## src/rtl/sprite_pkg.sv

```systemverilog
// Shared sprite constants and ROM bank selector for the sprite renderer.
package sprite_pkg;

    localparam int unsigned SPRITE_SIZE  = 16;
    localparam int unsigned SPRITE_IDX_W = $clog2(SPRITE_SIZE);

    typedef enum logic [1:0] {
        SPR_GHOST      = 2'd0,
        SPR_PAC_OPEN   = 2'd1,
        SPR_PAC_CLOSED = 2'd2
    } sprite_sel_t;

    localparam logic [2:0] SPRITE_ID_PAC = 3'd0;

endpackage

```

## src/rtl/sprite_hit.sv

```systemverilog
// Combinational hit test of one 16x16 sprite against the current pixel.
module sprite_hit
    import sprite_pkg::*;
#(
    parameter int unsigned COORD_W = 10
) (
    input  logic [COORD_W-1:0]      i_draw_x,
    input  logic [COORD_W-1:0]      i_draw_y,
    input  logic [COORD_W-1:0]      i_pos_x,
    input  logic [COORD_W-1:0]      i_pos_y,
    input  logic                    i_valid,
    output logic [SPRITE_IDX_W-1:0] o_dx_c,
    output logic [SPRITE_IDX_W-1:0] o_dy_c,
    output logic                    o_hit_c
);

    logic [COORD_W:0] w_dx;
    logic [COORD_W:0] w_dy;

    // One extra bit keeps the sign, so pixels left/above the sprite never alias.
    assign w_dx = {1'b0, i_draw_x} - {1'b0, i_pos_x};
    assign w_dy = {1'b0, i_draw_y} - {1'b0, i_pos_y};

    assign o_hit_c = i_valid
                   & (w_dx[COORD_W:SPRITE_IDX_W] == '0)
                   & (w_dy[COORD_W:SPRITE_IDX_W] == '0);
    assign o_dx_c  = w_dx[SPRITE_IDX_W-1:0];
    assign o_dy_c  = w_dy[SPRITE_IDX_W-1:0];

endmodule

```

## src/rtl/sprite_renderer.sv

```systemverilog
// Per-pixel Pac-Man/ghost renderer: frame-latched positions, priority pick,
// two-stage ROM lookup pipeline and mouth animation.
module sprite_renderer
    import sprite_pkg::*;
#(
    parameter int unsigned NUM_GHOSTS  = 4,
    parameter int unsigned ANIM_FRAMES = 8,
    parameter int unsigned COORD_W     = 10
) (
    input  logic                          Clk,
    input  logic                          Reset_n,
    input  logic                          frame_start,
    input  logic [COORD_W-1:0]            DrawX,
    input  logic [COORD_W-1:0]            DrawY,
    input  logic [COORD_W-1:0]            pac_x,
    input  logic [COORD_W-1:0]            pac_y,
    input  logic                          pac_face_left,
    input  logic                          pac_moving,
    input  logic [NUM_GHOSTS*COORD_W-1:0] ghost_x,
    input  logic [NUM_GHOSTS*COORD_W-1:0] ghost_y,
    output logic [5:0]                    rom_addr,
    input  logic [15:0]                   rom_data,
    output logic                          sprite_on,
    output logic [2:0]                    sprite_id
);

    localparam int unsigned NSPR  = NUM_GHOSTS + 1;
    localparam int unsigned CNT_W = (ANIM_FRAMES > 1) ? $clog2(ANIM_FRAMES) : 1;

    logic [COORD_W-1:0]      w_in_x  [NSPR];
    logic [COORD_W-1:0]      w_in_y  [NSPR];
    logic [COORD_W-1:0]      r_pos_x [NSPR];
    logic [COORD_W-1:0]      r_pos_y [NSPR];
    logic                    r_pos_valid;
    logic                    r_face_left;
    logic                    r_mouth_open;
    logic [CNT_W-1:0]        r_anim_cnt;

    logic [SPRITE_IDX_W-1:0] w_dx    [NSPR];
    logic [SPRITE_IDX_W-1:0] w_dy    [NSPR];
    logic [NSPR-1:0]         w_hit;

    sprite_sel_t             w_sel;
    logic [SPRITE_IDX_W-1:0] w_row;
    logic [SPRITE_IDX_W-1:0] w_col;
    logic                    w_mirror;
    logic                    w_hit_any;
    logic [2:0]              w_id;

    logic [5:0]              r_rom_addr;
    logic [SPRITE_IDX_W-1:0] r_col;
    logic                    r_mirror;
    logic                    r_hit_any;
    logic [2:0]              r_id;

    logic [SPRITE_IDX_W-1:0] w_bit;
    logic                    w_on_c;
    logic                    r_sprite_on;
    logic [2:0]              r_sprite_id;

    assign w_in_x[0] = pac_x;
    assign w_in_y[0] = pac_y;

    for (genvar g = 0; g < NUM_GHOSTS; g++) begin : g_ghost_in
        assign w_in_x[g+1] = ghost_x[g*COORD_W +: COORD_W];
        assign w_in_y[g+1] = ghost_y[g*COORD_W +: COORD_W];
    end

    // Shadow positions only change at frame start so sprites never tear mid-frame.
    always_ff @(posedge Clk or negedge Reset_n) begin
        if (!Reset_n) begin
            r_pos_x     <= '{default: '0};
            r_pos_y     <= '{default: '0};
            r_pos_valid <= 1'b0;
            r_face_left <= 1'b0;
        end else if (frame_start) begin
            r_pos_x     <= w_in_x;
            r_pos_y     <= w_in_y;
            r_pos_valid <= 1'b1;
            r_face_left <= pac_face_left;
        end
    end

    always_ff @(posedge Clk or negedge Reset_n) begin
        if (!Reset_n) begin
            r_anim_cnt   <= '0;
            r_mouth_open <= 1'b1;
        end else if (frame_start && pac_moving) begin
            if (r_anim_cnt == CNT_W'(ANIM_FRAMES - 1)) begin
                r_anim_cnt   <= '0;
                r_mouth_open <= ~r_mouth_open;
            end else begin
                r_anim_cnt   <= r_anim_cnt + CNT_W'(1);
            end
        end
    end

    for (genvar g = 0; g < NSPR; g++) begin : g_hit
        sprite_hit #(
            .COORD_W (COORD_W)
        ) u_hit (
            .i_draw_x (DrawX),
            .i_draw_y (DrawY),
            .i_pos_x  (r_pos_x[g]),
            .i_pos_y  (r_pos_y[g]),
            .i_valid  (r_pos_valid),
            .o_dx_c   (w_dx[g]),
            .o_dy_c   (w_dy[g]),
            .o_hit_c  (w_hit[g])
        );
    end

    // Walk from lowest to highest priority so Pac-Man overrides every ghost.
    always_comb begin
        w_sel     = SPR_GHOST;
        w_row     = '0;
        w_col     = '0;
        w_mirror  = 1'b0;
        w_hit_any = 1'b0;
        w_id      = SPRITE_ID_PAC;
        for (int i = int'(NUM_GHOSTS); i >= 0; i--) begin
            if (w_hit[i]) begin
                w_hit_any = 1'b1;
                w_id      = 3'(i);
                w_row     = w_dy[i];
                w_col     = w_dx[i];
                w_mirror  = (i == 0) && r_face_left;
                if (i == 0) begin
                    w_sel = r_mouth_open ? SPR_PAC_OPEN : SPR_PAC_CLOSED;
                end else begin
                    w_sel = SPR_GHOST;
                end
            end
        end
    end

    always_ff @(posedge Clk or negedge Reset_n) begin
        if (!Reset_n) begin
            r_rom_addr <= '0;
            r_col      <= '0;
            r_mirror   <= 1'b0;
            r_hit_any  <= 1'b0;
            r_id       <= '0;
        end else begin
            r_rom_addr <= {w_sel, w_row};
            r_col      <= w_col;
            r_mirror   <= w_mirror;
            r_hit_any  <= w_hit_any;
            r_id       <= w_id;
        end
    end

    // ROM rows store the leftmost column in bit 15.
    assign w_bit  = r_mirror ? r_col : SPRITE_IDX_W'(SPRITE_SIZE - 1) - r_col;
    assign w_on_c = r_hit_any & rom_data[w_bit];

    always_ff @(posedge Clk or negedge Reset_n) begin
        if (!Reset_n) begin
            r_sprite_on <= 1'b0;
            r_sprite_id <= '0;
        end else begin
            r_sprite_on <= w_on_c;
            r_sprite_id <= w_on_c ? r_id : 3'd0;
        end
    end

    assign rom_addr  = r_rom_addr;
    assign sprite_on = r_sprite_on;
    assign sprite_id = r_sprite_id;

endmodule

```

## config.mk

```make
export PLATFORM = sky130hd
export DESIGN_NAME = sprite_renderer
export DESIGN_NICKNAME = d
export VERILOG_FILES = /design/src/rtl/sprite_pkg.sv /design/src/rtl/sprite_hit.sv /design/src/rtl/sprite_renderer.sv
export SDC_FILE = /design/constraint.sdc
export NUM_CORES = 1
export LEC_CHECK = 0
export CORE_MARGIN = 5
export CORE_UTILIZATION = 55
export DETAILED_ROUTE_END_ITERATION = 10
export GPL_TIMING_DRIVEN = 1
export PLACE_DENSITY = 0.81
export REMOVE_ABC_BUFFERS = 1
export SLEW_MARGIN = 40
export SYNTH_ARGS = -nofsm -noshare
export SYNTH_HDL_FRONTEND = slang
export SYNTH_SLANG_ARGS = --single-unit
```

## constraint.sdc

```tcl
create_clock -name Clk -period 10.8 [get_ports Clk]
set_input_delay 1.62 -clock Clk [delete_from_list [all_inputs] [get_ports Clk]]
set_output_delay 1.62 -clock Clk [all_outputs]
set_load 0.005 [all_outputs]
```

==> insert_results.sql, run 1 <==
INSERT INTO impl_metrics (metric_group, metric, value, unit) VALUES
('floorplanning', 'design.die.area', '20700', 'um2'),
('finish', 'drive_above_1_share', '5.50', '%'),
('place', 'io_buffer_count', '150', ''),
('finish', 'layout.filler_cells', '1439', ''),
('route', 'routed_wire_length', '27100', 'um'),
('power_and_ir_drop', 'power-per-cell-area', '135', 'nW/um2'),
('synthesis', 'synth-warning-count', '0', ''),
('synthesis', 'synth_top_cells_by_count', 'sky130_fd_sc_hd__nand2_1, sky130_fd_sc_hd__o21ai_0, sky130_fd_sc_hd__dfrtp_1, sky130_fd_sc_hd__inv_1, sky130_fd_sc_hd__ha_1', ''),
('critical_path', 'r2r_cells', '12', ''),
('critical_path', 'regToRegSetupSlack', '6.66', 'ns'),
('timing', 'fin_skew', '0.00781', 'ns'),
('critical_path', 'setup.worst_path.end_class', 'flip-flop', ''),
('worst_hold_path', 'worstHoldPathCells', '1', ''),
('route', 'first_pass_iters', '7', ''),
('clock_tree', 'cts_tree', 'yes', ''),
('synthesis', 'synth.area.top_cells', 'sky130_fd_sc_hd__dfrtp_1, sky130_fd_sc_hd__ha_1, sky130_fd_sc_hd__o21ai_0', ''),
('timing', 'final.min_clock_period', '5.73', 'ns'),
('floorplanning', 'floorplan.io_pins', '151', ''),
('floorplanning', 'row_count', '49', ''),
('synthesis', 'synth_mux_area_share', '4.83', '%'),
('clock_tree', 'clockRootBuffer', 'sky130_fd_sc_hd__clkbuf_16', ''),
('global_route', 'first_global_vias', '8691', ''),
('synthesis', 'post_synthesis_cell_area', '9850', 'um2'),
('timing', 'slew_headroom', '44.6', '%'),
('synthesis', 'synth.avg_cell_area', '8.54', 'um2'),
('worst_hold_path', 'hp-start', 'r_id[2]', ''),
('floorplanning', 'initial_core_util', '55.4', '%'),
('synthesis', 'asyncSetResetFlopFracSynth', '100', '%'),
('worst_hold_path', 'hold_end', 'sprite_id[2]', ''),
('synthesis', 'yosys.area.top_type', 'sky130_fd_sc_hd__dfrtp_1', ''),
('route', 'detail_route.wl_per_cell', '17.6', 'um'),
('route', 'route.top_layer_used', 'met4', ''),
('synthesis', 'synth_sequential_area_ratio', '31.8', '%'),
('clock_tree', 'count_of_hold_buffers_inserted_by_post_cts_repair', '0', ''),
('clock_tree', 'cts_setup_buffers', '0', ''),
('route', 'route.met2.wl', '12400', 'um'),
('flow_run', 'maxCapViolations', '0', ''),
('timing', 'sum_of_negative_setup_slack', '0', 'ns'),
('synthesis', 'yosys.area_share.simple', '19.2', '%'),
('global_route', 'globalRoute.totalOverflow', '0', ''),
('route', 'drt.antenna.violating_nets', '0', ''),
('run_status', 'run_status', 'complete, no violations', ''),
('synthesis', 'syn-instance-count', '1153', ''),
('critical_path', 'crit_chain', 'clkdlybuf4s50_1 -> inv_1 -> fa_1 -> nand2b_1 -> a211oi_1 -> mux2_1 -> a21o_1 -> or4b_1 -> nor4_4 -> nor3b_1 -> o31ai_1 -> mux2_1 -> mux2i_1', ''),
('critical_path', 'slowest_stage', 'sky130_fd_sc_hd__clkdlybuf4s50_1', ''),
('clock_tree', 'cts_max_level', '4', ''),
('critical_path', 'worstReg2RegStart', 'r_pos_y[0]', ''),
('clock_tree', 'cts_resized', '0', ''),
('global_route', 'track_usage', '26.5', '%'),
('synthesis', 'synth_top_family_by_area', 'compound AO/OA/AOI/OAI gates', ''),
('route', 'route.detailed.drc', '0', ''),
('timing', 'maxClockFrequency', '0.175', 'GHz'),
('global_route', 'grt_first_pass_wirelength', '43100', 'um'),
('critical_path', 'slowest_delay', '0.71', 'ns'),
('floorplanning', 'dieHeight', '144', 'um'),
('critical_path', 'critPathLaunchType', 'input pin', ''),
('route', 'avgViaCountPerCell', '5.80', ''),
('synthesis', 'yosys.cell_count.top_type', 'sky130_fd_sc_hd__nand2_1', ''),
('timing', 'final_hold_viol_count', '0', ''),
('route', 'route.layer.met1.wl', '12300', 'um'),
('critical_path', 'path_common_cell', 'sky130_fd_sc_hd__mux2_1', ''),
('timing', 'report.final.slew_viol_count', '0', ''),
('floorplanning', 'dieWidth', '144', 'um'),
('route', 'routed-via-count', '8925', ''),
('finish', 'layout-area-overhead-vs-synth', '23.6', '%'),
('route', 'route.met3.wl', '1750', 'um'),
('clock_tree', 'clk_latency', '0.43', 'ns'),
('power_and_ir_drop', 'leakage_dissipation', '0.00550', 'uW'),
('clock_tree', 'clk_pin_slew', '0.06', 'ns'),
('global_route', 'grt_antenna_before_repair', '1', ''),
('clock_tree', 'cts_made_buffers', '17', '');
-- report_power, final --
part | switching (uW) | total, uW | internal [uW] | leakage (uW)
Clock | 215 | 589 | 373 | 0.000301
Sequential | 16.7 | 528 | 511 | 0.00154
Combinational | 295 | 530 | 234 | 0.00366
Total | 527 | 1650 | 1120 | 0.00550
-- how the worst max path moves through the flow --
stage | slack, ns | start | to | depth (start not counted)
after global placement | 4.62 | DrawY[1] | r_col[1] | 13
after CTS | 4.83 | DrawY[1] | r_col[0] | 13
final | 5.07 | DrawY[1] | r_col[0] | 13
after floorplan | 5.79 | DrawY[0] | rom_addr[0] | 14
after detailed placement | 4.42 | DrawY[1] | r_col[0] | 13
after global routing | 4.77 | DrawY[1] | rom_addr[1] | 13
-- cell type report --
type	instances	area, um2	share of cell area (%)
Clock buffer	21	460	3.78
Multi-Input combinational cell	873	6150	50.5
Clock inverter	11	141	1.16
Sequential cell	125	3130	25.7
Tap cell	229	287	2.35
Inverter	124	465	3.82
Timing Repair Buffer	155	1540	12.7
-- logic make-up after synthesis --
| logic type | Yosys count |
|---|---|
| simple gates | 369 |
| buf+inv | 155 |
| mux | 42 |
| compound gates | 319 |
| fa+ha+maj | 112 |
| xor+xnor | 31 |
| flops | 125 |
-- cells in the final DEF (no fill, tap or decap), types with 6 or more instances in the layout --
cell / count
sky130_fd_sc_hd__fa_1: 10
sky130_fd_sc_hd__nor4_1: 10
sky130_fd_sc_hd__mux2_2: 16
sky130_fd_sc_hd__nand2_1: 135
sky130_fd_sc_hd__nand3b_1: 6
sky130_fd_sc_hd__nor2b_1: 34
sky130_fd_sc_hd__xor2_1: 12
sky130_fd_sc_hd__and2_1: 9
sky130_fd_sc_hd__a221oi_1: 6
sky130_fd_sc_hd__nor2_1: 61
sky130_fd_sc_hd__nand2b_1: 21
sky130_fd_sc_hd__and3b_1: 6
sky130_fd_sc_hd__nand4_1: 6
sky130_fd_sc_hd__a211oi_1: 13
sky130_fd_sc_hd__o31a_1: 10
sky130_fd_sc_hd__a21o_1: 10
sky130_fd_sc_hd__o21ai_0: 129
sky130_fd_sc_hd__a21oi_1: 52
sky130_fd_sc_hd__o221ai_1: 7
sky130_fd_sc_hd__xnor2_1: 19
sky130_fd_sc_hd__nor3b_1: 9
sky130_fd_sc_hd__inv_1: 124
sky130_fd_sc_hd__nor3_1: 26
sky130_fd_sc_hd__a31oi_1: 10
sky130_fd_sc_hd__nand3_1: 8
sky130_fd_sc_hd__o21a_1: 18
sky130_fd_sc_hd__or4_1: 7
sky130_fd_sc_hd__mux2i_1: 19
sky130_fd_sc_hd__clkdlybuf4s50_1: 148
sky130_fd_sc_hd__ha_1: 102
sky130_fd_sc_hd__o22ai_1: 9
sky130_fd_sc_hd__dfrtp_1: 124
sky130_fd_sc_hd__clkbuf_16: 17
-- per-layer routing --
metal  global-route usage (%)  vias to the layer above
met5                        0                        -
met3                     4.23                       53
met1                     36.8                     4182
met4                     9.22                        0
li1                         -                     4383
met2                     42.0                      307
-- worst max-delay path: cells and delay by family --
family | cells | cell delay (ns)
and+or+nand+nor | 4 | 1.51
buffers and inverters | 2 | 0.93
muxes | 3 | 0.85
AOI/OAI and AO/OA | 3 | 0.64
adders and majority gates | 1 | 0.50
-- state kept, by name (all words and copies together), names as in the netlist --
name	flops
r_face_left	1
r_pos_y	50
r_col	4
r_anim_cnt	3
r_pos_x	50
r_mirror	1
rom_addr	6
r_hit_any	1
r_pos_valid	1
r_mouth_open	1
sprite_on	1
sprite_id	3
r_id	3
-- metrics by stage --
step / area [um2] / cells / setup WS (ns) / hold WS, ns / util [%]
final: 12200 / 1538 / 5.07 / 0.444 / 68.5
after global routing: 12200 / 1538 / 4.77 / 0.481 / 68.5
after CTS: 12200 / 1538 / 4.83 / 0.446 / 68.4
after detailed placement: 11600 / 1506 / 4.42 / 0.434 / 65.0
after global placement: 11500 / 1505 / 4.62 / 0.436 / 65.0
after floorplan: 9720 / 1122 / 5.79 / 0.428 / -
(Power assumes the default switching activity.)
==> inputs of run 2 (changes only) <==
- CORE_UTILIZATION: 55 -> 50
- PLACE_DENSITY: 0.81 -> 0.78
- clock period: 10.8 -> 5 ns (I/O delays scaled with it)
==> run 2 against run 1 <==
Sequential share of layout area decreased by 0.33 points. Combinational power is 120% higher. First-iteration DRC count fell by 4.8%. Die area is 9.3% higher. Critical path type unchanged. Largest power group unchanged.
==> insert_results.sql, run 2 (synthesis results as in run 1) <==
INSERT INTO impl_metrics (metric_group, metric, value, unit) VALUES
('run_status', 'run_status', 'complete, no violations', ''),
('critical_path', 'setup.worst_path.end_class', 'flip-flop', ''),
('clock_tree', 'cts_setup_buffers', '0', ''),
('global_route', 'groute.layer.met1.usage', '34.6', '%'),
('finish', 'layout.filler_cells', '1626', ''),
('power_and_ir_drop', 'worst_ir_drop_on_vdd', '0.203', 'mV'),
('critical_path', 'required_time_at_the_worst_slack_endpoint', '5.36', 'ns'),
('global_route', 'globalRoute.busiestLayer', 'met2', ''),
('timing', 'grt_setup_unrepaired', 'false', ''),
('timing', 'report.final.slew_viol_count', '0', ''),
('timing', 'maxClockFrequency', '0.225', 'GHz'),
('critical_path', 'data_arrival_time_of_the_critical_path', '4.80', 'ns'),
('timing', 'count_of_endpoints_failing_setup_in_the_final_report', '0', ''),
('route', 'first_pass_iters', '5', ''),
('critical_path', 'crit_type', 'in2reg', ''),
('timing', 'finalHoldWorstSlack', '0.306', 'ns'),
('global_route', 'grt_first_pass_wirelength', '43600', 'um'),
('power_and_ir_drop', 'leakage_dissipation', '0.00554', 'uW'),
('clock_tree', 'cts_resized', '0', ''),
('finish', 'nNetsFinal', '1558', ''),
('critical_path', 'worstReg2RegStart', 'r_pos_y[0]', ''),
('floorplanning', 'core_region_area', '19500', 'um2'),
('place', 'detailedPlacementHpwl', '21300', 'um'),
('place', 'io_buffer_count', '150', ''),
('global_route', 'track_usage', '24.3', '%'),
('timing', 'min_period_over_period', '88.9', '%'),
('global_route', 'first_global_vias', '8642', ''),
('clock_tree', 'clk_latency', '0.42', 'ns'),
('clock_tree', 'count_of_hold_buffers_inserted_by_post_cts_repair', '0', ''),
('timing', 'slew_headroom', '44.1', '%'),
('route', 'drt.antenna.violating_nets', '0', ''),
('critical_path', 'setup.worst_path.start', 'DrawY[0]', ''),
('clock_tree', 'clockRootBuffer', 'sky130_fd_sc_hd__clkbuf_16', ''),
('global_route', 'globalRoute.totalOverflow', '0', ''),
('finish', 'postLayoutCellArea', '12300', 'um2'),
('finish', 'layout-area-overhead-vs-synth', '25.2', '%'),
('floorplanning', 'row_count', '51', ''),
('timing', 'worst_pin_slew', '0.817', 'ns'),
('clock_tree', 'deepest_clock_path_buffer_count', '2', ''),
('critical_path', 'critPathLaunchType', 'input pin', ''),
('route', 'avgViaCountPerCell', '5.68', ''),
('clock_tree', 'cts_tree', 'yes', ''),
('clock_tree', 'cts_made_buffers', '17', ''),
('place', 'gp_congestion', '0.975', ''),
('critical_path', 'critPathTopFamily', 'simple AND/OR/NAND/NOR gates', ''),
('critical_path', 'slowest_stage', 'sky130_fd_sc_hd__or4b_1', ''),
('timing', 'fin_skew', '0.00873', 'ns'),
('global_route', 'pin_count_of_the_biggest_net_entering_global_routing', '110', ''),
('route', 'drt_first_iter_violations', '578', ''),
('floorplanning', 'initial_core_util', '50.6', '%'),
('global_route', 'met2_usage', '38.1', '%'),
('route', 'routed-via-count', '8992', ''),
('route', 'route.detailed.drc', '0', ''),
('critical_path', 'critical_path.max_fanout', '8', ''),
('finish', 'layout_common_cells', 'sky130_fd_sc_hd__clkdlybuf4s50_1, sky130_fd_sc_hd__nand2_1, sky130_fd_sc_hd__o21ai_0, sky130_fd_sc_hd__inv_1, sky130_fd_sc_hd__dfrtp_1', ''),
('power_and_ir_drop', 'power-per-cell-area', '295', 'nW/um2'),
('worst_hold_path', 'worstHoldPathType', 'in2async', ''),
('timing', 'final.min_clock_period', '4.44', 'ns'),
('clock_tree', 'clk_pin_slew', '0.06', 'ns'),
('global_route', 'grt_antenna_before_repair', '0', ''),
('floorplanning', 'design.die.area', '22600', 'um2'),
('finish', 'drive_above_1_share', '6.30', '%'),
('finish', 'final_common_cell', 'sky130_fd_sc_hd__clkdlybuf4s50_1', ''),
('flow_run', 'maxCapViolations', '0', ''),
('timing', 'final_hold_viol_count', '0', ''),
('floorplanning', 'floorplan.io_pins', '151', ''),
('clock_tree', 'cts_max_level', '4', ''),
('finish', 'diode_insertion_count_for_antenna_repair', '0', ''),
('floorplanning', 'dieWidth', '150', 'um'),
('route', 'detail_route.wl_per_cell', '17.1', 'um'),
('place', 'placement.cell_area', '11700', 'um2'),
('route', 'routed_wire_length', '27100', 'um'),
('critical_path', 'crit_chain', 'clkdlybuf4s50_1 -> inv_1 -> ha_1 -> fa_1 -> nand2b_1 -> a211oi_1 -> mux2_1 -> a21o_1 -> or4b_1 -> nor4_2 -> buf_4 -> nor2b_1 -> a21oi_1 -> a211oi_1 -> o31a_1', ''),
('critical_path', 'path_common_cell', 'sky130_fd_sc_hd__a211oi_1', ''),
('global_route', 'grt_util_met3', '3.37', '%'),
('clock_tree', 'numClockSinks', '125', ''),
('timing', 'sum_of_negative_setup_slack', '0', 'ns'),
('floorplanning', 'dieHeight', '150', 'um'),
('critical_path', 'slowest_delay', '0.51', 'ns'),
('critical_path', 'cp_buf_inv_count', '3', '');
-- run 2: changes by cell type in the layout (fill, tap and decap cells not counted), moves of 2 or more --
cell / before / now
sky130_fd_sc_hd__buf_6: 2 / 0
sky130_fd_sc_hd__buf_12: 0 / 2
sky130_fd_sc_hd__clkbuf_1: 2 / 0
sky130_fd_sc_hd__inv_6: 0 / 4
sky130_fd_sc_hd__buf_4: 5 / 14
sky130_fd_sc_hd__clkinvlp_4: 0 / 4
sky130_fd_sc_hd__clkinv_2: 5 / 0
sky130_fd_sc_hd__clkbuf_8: 2 / 0
-- run 2: power breakdown --
group	internal (uW)	switching, uW
Clock	842	502
Combinational	513	643
Sequential	1100	36.4
Total	2460	1180
-- run 2: final timing paths --
kind,slack [ns],end,depth (start not counted)
setup / recovery,0.56,r_col[3],15
hold / removal,0.31,r_anim_cnt[2],1
setup reg to reg,1.07,r_col[3],13
hold reg to reg,0.45,sprite_id[1],1
max in group asynchronous,3.75,r_pos_y[48],2
min in group Clk,0.45,sprite_id[1],1
-- run 2: stage by stage --
| step | power (uW) | setup WS, ns | instances | util, % |
|---|---|---|---|---|
| 5_1_grt | 3840 | 0.342 | 1583 | 63.4 |
| 4_1_cts | 3640 | 0.582 | 1583 | 63.4 |
| 6_report | 3640 | 0.557 | 1583 | 63.4 |
| 2_1_floorplan | 1880 | 0.860 | 1122 | - |
| 3_3_place_gp | 2260 | 0.292 | 1551 | 60.1 |
| 3_5_place_dp | 2290 | 0.179 | 1551 | 60.1 |
-- run 2: area by class of cell --
class	count	area (um2)	share of cell area (%)
Tap cell	265	332	2.69
Clock buffer	17	425	3.45
Multi-Input combinational cell	873	6140	49.8
Inverter	124	465	3.77
Timing Repair Buffer	164	1630	13.2
Clock inverter	15	211	1.71
Sequential cell	125	3130	25.4
-- run 2: worst reg2reg max path, cell delays in order (launching register included) --
cell and delay, ns:
sky130_fd_sc_hd__dfrtp_1 0.41, sky130_fd_sc_hd__ha_1 0.23, sky130_fd_sc_hd__fa_1 0.40, sky130_fd_sc_hd__nand2b_1 0.17
sky130_fd_sc_hd__a211oi_1 0.39, sky130_fd_sc_hd__mux2_1 0.38, sky130_fd_sc_hd__a21o_1 0.15, sky130_fd_sc_hd__or4b_1 0.51
sky130_fd_sc_hd__nor4_2 0.25, sky130_fd_sc_hd__buf_4 0.19, sky130_fd_sc_hd__nor2b_1 0.27, sky130_fd_sc_hd__a21oi_1 0.11
sky130_fd_sc_hd__a211oi_1 0.23, sky130_fd_sc_hd__o31a_1 0.17
-- run 2: per-layer routing --
metal,wire length [um],share of wire [%]
met1,12300,45
met2,12200,45
met3,1870,6.9
met4,727,2.7
met5,0,0
==> inputs of run 3 (changes only) <==
- CORE_UTILIZATION: 50 -> 40
- CTS_CLUSTER_DIAMETER: default -> 80
- PLACE_DENSITY: 0.78 -> default
==> run 3 against run 2 <==
Clock skew hardly changed. Die area is 23% higher. Non-clock buffer count stayed put. Global-route usage is 4.7 points lower. Via count is 3.5% lower. Sequential share of layout area hardly changed. Routed wire length is 1.9% higher. Maximum frequency is 0.16% lower. Combinational power hardly changed. Worst setup slack worse by 0.0072 ns. Largest power group unchanged. Highest routed layer unchanged.
==> insert_results.sql, run 3 (synthesis results as in run 1) <==
INSERT INTO impl_metrics (metric_group, metric, value, unit) VALUES
('run_status', 'run_status', 'complete, no violations', ''),
('power_and_ir_drop', 'leakage_dissipation', '0.00551', 'uW'),
('floorplanning', 'dieHeight', '167', 'um'),
('critical_path', 'critPathLaunchType', 'input pin', ''),
('clock_tree', 'cts_tree', 'yes', ''),
('clock_tree', 'clk_pin_slew', '0.06', 'ns'),
('timing', 'count_of_endpoints_failing_setup_in_the_final_report', '0', ''),
('floorplanning', 'design.die.area', '27900', 'um2'),
('route', 'detail_route.wl_per_cell', '16.8', 'um'),
('finish', 'layout.cells.non_filler', '1642', ''),
('timing', 'grt_setup_unrepaired', 'false', ''),
('route', 'drt_first_iter_violations', '757', ''),
('power_and_ir_drop', 'p_clk_share', '34.2', '%'),
('route', 'routed-via-count', '8676', ''),
('timing', 'maxClockFrequency', '0.225', 'GHz'),
('clock_tree', 'count_of_hold_buffers_inserted_by_post_cts_repair', '0', ''),
('power_and_ir_drop', 'power-per-cell-area', '281', 'nW/um2'),
('global_route', 'grt_first_pass_wirelength', '44200', 'um'),
('timing', 'final_hold_viol_count', '0', ''),
('place', 'io_buffer_count', '150', ''),
('place', 'placedCellCount', '1610', ''),
('clock_tree', 'clk_latency', '0.42', 'ns'),
('finish', 'layout.filler_cells', '2333', ''),
('global_route', 'first_global_vias', '8295', ''),
('power_and_ir_drop', 'sequential_share_of_power', '32.8', '%'),
('clock_tree', 'cts_setup_buffers', '0', ''),
('timing', 'final.min_clock_period', '4.45', 'ns'),
('timing', 'slew_headroom', '52.1', '%'),
('clock_tree', 'clockRootBuffer', 'sky130_fd_sc_hd__clkbuf_16', ''),
('timing', 'worst_pin_slew', '0.700', 'ns'),
('floorplanning', 'initial_core_util', '40.5', '%'),
('power_and_ir_drop', 'comb_power_share', '33.0', '%'),
('finish', 'diode_insertion_count_for_antenna_repair', '0', ''),
('place', 'placement.cell_area', '11800', 'um2'),
('power_and_ir_drop', 'p_switching', '1140', 'uW'),
('floorplanning', 'floorplan.io_pins', '151', ''),
('power_and_ir_drop', 'overall_power', '3470', 'uW'),
('power_and_ir_drop', 'worst_ir_drop_on_vdd', '0.190', 'mV'),
('critical_path', 'worstReg2RegStart', 'r_pos_y[0]', ''),
('clock_tree', 'cts_made_buffers', '17', ''),
('clock_tree', 'cts_max_level', '4', ''),
('global_route', 'grt_antenna_before_repair', '1', ''),
('flow_run', 'maxCapViolations', '0', ''),
('timing', 'sum_of_negative_setup_slack', '0', 'ns'),
('critical_path', 'setup.worst_path.end_class', 'flip-flop', ''),
('finish', 'layout-area-overhead-vs-synth', '25.1', '%'),
('route', 'avgViaCountPerCell', '5.28', ''),
('global_route', 'pin_count_of_the_biggest_net_entering_global_routing', '94', ''),
('floorplanning', 'core_region_area', '24300', 'um2'),
('finish', 'drive_above_1_share', '6.15', '%'),
('clock_tree', 'deepest_clock_path_buffer_count', '2', ''),
('critical_path', 'data_arrival_time_of_the_critical_path', '4.81', 'ns'),
('route', 'route.detailed.drc', '0', ''),
('critical_path', 'critical_path.max_fanout', '8', ''),
('critical_path', 'setup.worst_path.start', 'DrawY[0]', ''),
('place', 'gp_congestion', '0.946', ''),
('finish', 'postLayoutCellArea', '12300', 'um2'),
('power_and_ir_drop', 'cellInternalPower', '2330', 'uW'),
('global_route', 'track_usage', '19.6', '%'),
('critical_path', 'required_time_at_the_worst_slack_endpoint', '5.36', 'ns'),
('global_route', 'globalRoute.totalOverflow', '0', ''),
('power_and_ir_drop', 'switching_fraction', '32.7', '%'),
('finish', 'final_common_cell', 'sky130_fd_sc_hd__clkdlybuf4s50_1', ''),
('timing', 'report.final.slew_viol_count', '0', ''),
('floorplanning', 'dieWidth', '167', 'um'),
('worst_hold_path', 'worstHoldPathType', 'in2async', ''),
('clock_tree', 'numClockSinks', '125', ''),
('route', 'routed_wire_length', '27600', 'um'),
('timing', 'min_period_over_period', '89.0', '%'),
('timing', 'fin_skew', '0.00892', 'ns'),
('floorplanning', 'row_count', '57', ''),
('route', 'drt.antenna.violating_nets', '0', ''),
('timing', 'finalHoldWorstSlack', '0.283', 'ns'),
('finish', 'nNetsFinal', '1558', ''),
('critical_path', 'crit_type', 'in2reg', ''),
('place', 'detailedPlacementHpwl', '21600', 'um'),
('route', 'first_pass_iters', '5', ''),
('clock_tree', 'cts_resized', '0', ''),
('finish', 'layout_common_cells', 'sky130_fd_sc_hd__clkdlybuf4s50_1, sky130_fd_sc_hd__nand2_1, sky130_fd_sc_hd__o21ai_0, sky130_fd_sc_hd__inv_1, sky130_fd_sc_hd__dfrtp_1', '');
-- run 3: power by group through the flow --
stage	logic (uW)	clock network, uW	registers [uW]
floorplan	734	0	1150
global placement	1120	0	1160
detailed placement	1130	0	1160
CTS	1140	1220	1140
global route	1270	1260	1150
finish	1140	1190	1140
-- run 3: path summary, 6_finish.rpt --
| path | to | slack [ns] | cells past startpoint |
|---|---|---|---|
| min in group Clk | sprite_id[1] | 0.45 | 1 |
| max in group asynchronous | r_pos_y[13] | 3.68 | 2 |
| max | r_col[3] | 0.55 | 16 |
| min | r_anim_cnt[2] | 0.28 | 1 |
| max reg2reg | r_col[3] | 1.07 | 14 |
| min reg2reg | sprite_id[1] | 0.45 | 1 |
-- run 3: cell type report --
class,instances,area (um2),share of cell area [%]
timing repair buffer,164,1620,13.2
clock buffer,22,474,3.85
inverter,124,465,3.78
sequential,125,3130,25.4
multi-input combinational,873,6140,49.8
clock inverter,10,90.1,0.731
tap,324,405,3.29
-- run 3: metal layers --
layer  up-vias  wire length (um)  GRT usage, %
met5         -                 0             0
met1      4048             13300          27.9
li1       4391                 -             -
met4         0               450          4.94
met2       211             12400          31.0
met3        26              1470          3.63
-- run 3: worst max-delay path, stage by stage --
cell	delay, ns
sky130_fd_sc_hd__clkdlybuf4s50_1	0.47
sky130_fd_sc_hd__inv_1	0.10
sky130_fd_sc_hd__ha_1	0.26
sky130_fd_sc_hd__fa_1	0.40
sky130_fd_sc_hd__nand2b_1	0.18
sky130_fd_sc_hd__a211oi_1	0.24
sky130_fd_sc_hd__buf_4	0.17
sky130_fd_sc_hd__mux2_1	0.32
sky130_fd_sc_hd__a21o_1	0.15
sky130_fd_sc_hd__or4b_1	0.51
sky130_fd_sc_hd__nor4_2	0.25
sky130_fd_sc_hd__buf_4	0.21
sky130_fd_sc_hd__nor2b_1	0.29
sky130_fd_sc_hd__a21oi_1	0.11
sky130_fd_sc_hd__a211oi_1	0.24
sky130_fd_sc_hd__o31a_1	0.16
-- run 3: stage by stage --
| stage | setup slack (ns) | util, % |
|---|---|---|
| after CTS | 0.554 | 50.7 |
| after floorplan | 0.860 | - |
| after global routing | 0.290 | 50.7 |
| after detailed placement | 0.160 | 48.3 |
| after global placement | 0.244 | 48.3 |
| final | 0.550 | 50.7 |
